$ cat src/rtl/wd_supervisor.sv
// rtl/wd_supervisor.sv - heartbeat-driven watchdog supervisor with bounded recovery and lockout
module wd_supervisor #(
  parameter int NUM_SRC     = 4,
  parameter int WINDOW      = 1000,
  parameter int HOLD_CYCLES = 16,
  parameter int MAX_RETRIES = 3
) (
  input  logic               clk,
  input  logic               rst,
  input  logic               arm,
  input  logic [NUM_SRC-1:0] src_beat,
  input  logic [NUM_SRC-1:0] src_mask,
  input  logic               wd_triggered,
  input  logic               wd_warning,
  output logic               wd_enable,
  output logic               wd_heartbeat,
  output logic               wd_force_reset,
  output logic               rf_mute,
  output logic [NUM_SRC-1:0] missing,
  output logic [1:0]         retry_count,
  output logic               lockout,
  output logic [1:0]         state
);

  typedef enum logic [1:0] {
    IDLE    = 2'b00,
    ARMED   = 2'b01,
    RECOVER = 2'b10,
    LOCKOUT = 2'b11
  } state_t;

  localparam int WW = $clog2(WINDOW);
  localparam int HW = (HOLD_CYCLES > 1) ? $clog2(HOLD_CYCLES) : 1;

  state_t             state_q, state_d;
  logic [NUM_SRC-1:0] seen_q, seen_d, seen_next;
  logic [NUM_SRC-1:0] missing_q, missing_d;
  logic [WW-1:0]      win_q, win_d;
  logic [HW-1:0]      hold_q, hold_d;
  logic [1:0]         retry_q, retry_d;
  logic               en_q, en_d, hb_q, hb_d, force_q, force_d;
  logic               mute_q, mute_d, lock_q, lock_d;
  logic               kick;

  assign seen_next = seen_q | (src_beat & src_mask);
  // Masked-off sources read as present so only participating ones gate the kick.
  assign kick = (|src_mask) && (&(seen_next | ~src_mask));

  always_comb begin
    state_d   = state_q;
    seen_d    = seen_q;
    win_d     = win_q;
    hold_d    = hold_q;
    retry_d   = retry_q;
    missing_d = missing_q;
    hb_d      = 1'b0;
    if (!arm) begin
      state_d = IDLE;
      seen_d  = '0;
      win_d   = '0;
      hold_d  = '0;
      retry_d = 2'd0;
    end else begin
      case (state_q)
        IDLE: state_d = ARMED;
        ARMED: begin
          if (wd_triggered) begin
            state_d = RECOVER;
            seen_d  = '0;
            win_d   = '0;
            hold_d  = '0;
            retry_d = (retry_q == 2'd3) ? retry_q : retry_q + 2'd1;
          end else if (kick) begin
            hb_d      = 1'b1;
            seen_d    = '0;
            win_d     = '0;
            retry_d   = 2'd0;
            missing_d = '0;
          end else if (win_q == WW'(WINDOW - 1)) begin
            missing_d = src_mask & ~seen_next;
            seen_d    = '0;
            win_d     = '0;
          end else begin
            seen_d = seen_next;
            win_d  = win_q + WW'(1);
          end
        end
        RECOVER: begin
          if (hold_q == HW'(HOLD_CYCLES - 1)) begin
            hold_d  = '0;
            state_d = (retry_q >= 2'(MAX_RETRIES)) ? LOCKOUT : ARMED;
          end else begin
            hold_d = hold_q + HW'(1);
          end
        end
        default: state_d = LOCKOUT;
      endcase
    end
    // Outputs are registered from the next state so they line up with the state code.
    en_d    = (state_d == ARMED);
    force_d = (state_d == RECOVER) || (state_d == LOCKOUT);
    mute_d  = force_d || ((state_d == ARMED) && wd_warning);
    lock_d  = (state_d == LOCKOUT);
  end

  always_ff @(posedge clk or posedge rst) begin
    if (rst) begin
      state_q   <= IDLE;
      seen_q    <= '0;
      missing_q <= '0;
      win_q     <= '0;
      hold_q    <= '0;
      retry_q   <= 2'd0;
      en_q      <= 1'b0;
      hb_q      <= 1'b0;
      force_q   <= 1'b0;
      mute_q    <= 1'b0;
      lock_q    <= 1'b0;
    end else begin
      state_q   <= state_d;
      seen_q    <= seen_d;
      missing_q <= missing_d;
      win_q     <= win_d;
      hold_q    <= hold_d;
      retry_q   <= retry_d;
      en_q      <= en_d;
      hb_q      <= hb_d;
      force_q   <= force_d;
      mute_q    <= mute_d;
      lock_q    <= lock_d;
    end
  end

  assign wd_enable      = en_q;
  assign wd_heartbeat   = hb_q;
  assign wd_force_reset = force_q;
  assign rf_mute        = mute_q;
  assign missing        = missing_q;
  assign retry_count    = retry_q;
  assign lockout        = lock_q;
  assign state          = state_q;

endmodule

$ cat config.mk
export PLATFORM = sky130hd
export DESIGN_NAME = wd_supervisor
export DESIGN_NICKNAME = d
export VERILOG_FILES = /design/src/rtl/wd_supervisor.sv
export SDC_FILE = /design/constraint.sdc
export NUM_CORES = 1
export LEC_CHECK = 0
export CAP_MARGIN = 10
export CORE_MARGIN = 2
export CORE_UTILIZATION = 25
export CTS_BUF_LIST = sky130_fd_sc_hd__clkbuf_4 sky130_fd_sc_hd__clkbuf_8 sky130_fd_sc_hd__clkbuf_16
export DETAILED_ROUTE_END_ITERATION = 8
export PLACE_DENSITY = 0.53
export REMOVE_ABC_BUFFERS = 1
export SETUP_SLACK_MARGIN = 0.15
export SLEW_MARGIN = 10
export SYNTH_ARGS = -nofsm -noshare
export SYNTH_HDL_FRONTEND = slang
export SYNTH_SLANG_ARGS = --single-unit
$ cat constraint.sdc
create_clock -name clk -period 2.8 [get_ports clk]
set_input_delay 0.42 -clock clk [delete_from_list [all_inputs] [get_ports clk]]
set_output_delay 0.42 -clock clk [all_outputs]
set_load 0.02 [all_outputs]
==> impl_metrics.csv <==
group,metric,value,unit
outcome,status,"completed",
synthesis,post-synth-top-count-cell,"dfrtp_1",
final_layout,insertedDiodeCount,0,
synthesis,ys_types,39,
cts,cts_htree_levels,2,
sta,relSlewSlack,0.733,
worst_setup_path,endpoint_kind,"register",
flow_run,maxCapViolCount,0,
sta,final.setup_skew,4.83,ps
final_layout,nFillCells,630,
floorplan,rows,28,
worst_setup_path,cp_slowest_cell,"clkdlybuf4s50_1",
worst_setup_path,crit_required,2960,ps
grt,grt_pass1_wl,5670,um
cts,cts_tree,"yes",
worst_setup_path,r2r-end,"seen_q[2]",
route,ant_nets,0,
synthesis,synthTopCellsByArea,"dfrtp_1, a22o_1, mux2_2",
final_layout,utilization,0.330,
sta,hold_violations,0,
route,drt_iter0_drc,62,
power,ir_drop,280,uV
route,routedWlPerCell,12.9,um
synthesis,syn_area,1550,um^2
worst_setup_path,ff2ff_setup_slack,920,ps
worst_setup_path,slowest_delay,500,ps
placed_design,gp_congestion,0.771,
grt,overflow,0,
placed_design,portBuffers,25,
synthesis,synth-edff-count,0,
power,totalPowerFinal,0.00104,W
route,vias_per_cell,4.82,
synthesis,ys_seq_area_frac,0.501,
grt,grt_max_degree,32,
grt,grt_antenna_before_repair,0,
sta,fin_setup_tns,0,ps
cts,hold_buffers,0,
route,routed_wl,3260,um
worst_setup_path,start_kind,"input pin",
sta,max_freq,0.472,GHz
cts,cts_resized,0,
worst_setup_path,crit_family,"simple AND/OR/NAND/NOR gates",
final_layout,syn_to_final_growth,26.9,%
worst_hold_path,whs_endpoint,"seen_q[1]",
final_layout,stdcell_count,252,
worst_hold_path,min_delay_path_depth,1,
sta,post-route-min-period,2120,ps
route,firstDrtPassIters,4,
cts,max-clock-path-buffers,2,
synthesis,synth.avg_cell_area,10.5,um^2
worst_setup_path,critical_path.max_fanout,5,
cts,cts_root_buf,"clkbuf_8",
cts,post_cts_buffers,0,
floorplan,core,5960,um^2
synthesis,synthFlopType,"dfrtp_1",
cts,cts_sinks,31,
floorplan,die_w,82.7,um
worst_setup_path,worstPathArrival,2280,ps
synthesis,async_flop_share,1.00,
sta,slew_viol_final,0,
worst_hold_path,min-delay-start,"seen_q[1]",
route,drc,0,
worst_setup_path,worstSetupPathType,"in -> reg",
cts,numCtsBuffers,5,
placed_design,place_inst,246,
worst_hold_path,min_path_type,"reg -> reg",
floorplan,die_h,82.7,um
route,vias,1215,
floorplan,start_util,0.260,
cts,path_clk_slew,60,ps
synthesis,ys_top_cells_by_count,"dfrtp_1, nor2_1, nand2_1",
floorplan,ios,26,
worst_setup_path,worst-path-buf-inv,1,
sta,min_period_over_period,0.756,
cts,clock_latency,270,ps
sta,holdWs,498,ps
placed_design,dp_hpwl,2360,um
final_layout,drive_above_1_share,0.102,
sta,grt_setup_unrepaired,"no",
synthesis,yosysWarnings,0,
worst_setup_path,ff2ff_path_depth,6,
synthesis,synthCells,147,
grt,grt_pass1_vias,1214,
synthesis,synth_area_leader_cell,"dfrtp_1",
grt,grt_usage,0.110,
worst_setup_path,worstPathCellList,"clkdlybuf4s50_1 -> nor3b_1 -> nor4_1 -> and2_2 -> o21ai_2 -> mux2_2",
synthesis,ys_ff_latch,31,
floorplan,dieArea,6840,um^2
power,power_leakage,0.897,nW
power,pwr_density_cell,532,nW/um^2
sta,max_slew.worst_pin.slew,398,ps
worst_setup_path,worstSetupPathDepth,6,
worst_setup_path,timing.rr.start,"win_q[1]",
sta,setup_viol,0,
final_layout,layout.nets,194,
synthesis,synth.top_cell.area_share,0.501,
kinds of logic (layout without fill, tap and decap cells):
family	count (synthesis)	count (layout)	share of synthesized area
DFF	31	31	0.501
adders and majority gates	3	3	0.0242
buffers and inverters	9	39	0.0266
and+or+nand+nor	59	59	0.216
AOI/OAI and AO/OA	36	36	0.171
muxes	8	8	0.0549
xor gates and xnor gates	1	1	0.00566
state kept, by name, indices dropped and copies added (netlist names):
name	count
wd_enable	1
wd_force_reset	1
retry_count	2
hold_q	4
wd_heartbeat	1
win_q	10
state	2
missing	4
lockout	1
seen_q	4
rf_mute	1
placed cells by master (no fill, tap or decap), types with 4 or more instances in the layout:
| cell type | netlist | final |
|---|---|---|
| dfrtp_1 | 31 | 31 |
| clkdlybuf4s50_1 | 0 | 25 |
| nor2_1 | 12 | 12 |
| nand2_1 | 10 | 10 |
| o21ai_0 | 8 | 8 |
| and3_1 | 7 | 7 |
| a22o_1 | 7 | 7 |
| inv_1 | 6 | 6 |
| nor3_1 | 5 | 5 |
| nand3_1 | 5 | 5 |
| clkbuf_8 | 0 | 5 |
| mux2_2 | 4 | 4 |
| a32o_1 | 4 | 4 |
| mux2i_1 | 4 | 4 |
| a21oi_1 | 4 | 4 |
| nor2b_1 | 4 | 4 |
through the flow:
| step | worst slack (ps) | instance area, um^2 |
|---|---|---|
| 3_5_place_dp | 351 | 1890 |
| 5_1_grt | 570 | 1970 |
| 2_1_floorplan | 1060 | 1530 |
| 6_report | 683 | 1970 |
| 3_3_place_gp | 375 | 1890 |
| 4_1_cts | 650 | 1970 |
where the power goes:
part           leakage (nW)  internal [W]  switching, W
Sequential            0.420      0.000480     0.0000234
Clock                0.0406      0.000175      0.000150
Combinational         0.437      0.000104      0.000113
Total                 0.897      0.000759      0.000286
metal layers:
layer | track usage | vias up | share of wire
met5 | 0 | - | 0
met4 | 0.0475 | 0 | 0.016
met3 | 0.0293 | 4 | 0.026
met2 | 0.162 | 17 | 0.45
met1 | 0.150 | 587 | 0.51
li1 | - | 607 | -
worst max-delay path by stage:
stage	from	endpoint	slack, ps
floorplan	state[1]	missing[0]	1060
global placement	src_mask[0]	missing[3]	370
detailed placement	src_mask[0]	missing[1]	350
CTS	src_mask[0]	missing[1]	650
global route	src_mask[0]	missing[1]	570
finish	src_mask[0]	missing[1]	680
area by class of cell:
type	instances	area (um^2)	share of cell area
timing repair buffer	27	265	0.135
multi-input combinational	107	732	0.372
sequential	31	776	0.395
tap	75	93.8	0.0477
inverter	6	22.5	0.0115
clock buffer	6	76.3	0.0388
No activity file was read; power rests on OpenSTA's default activity.
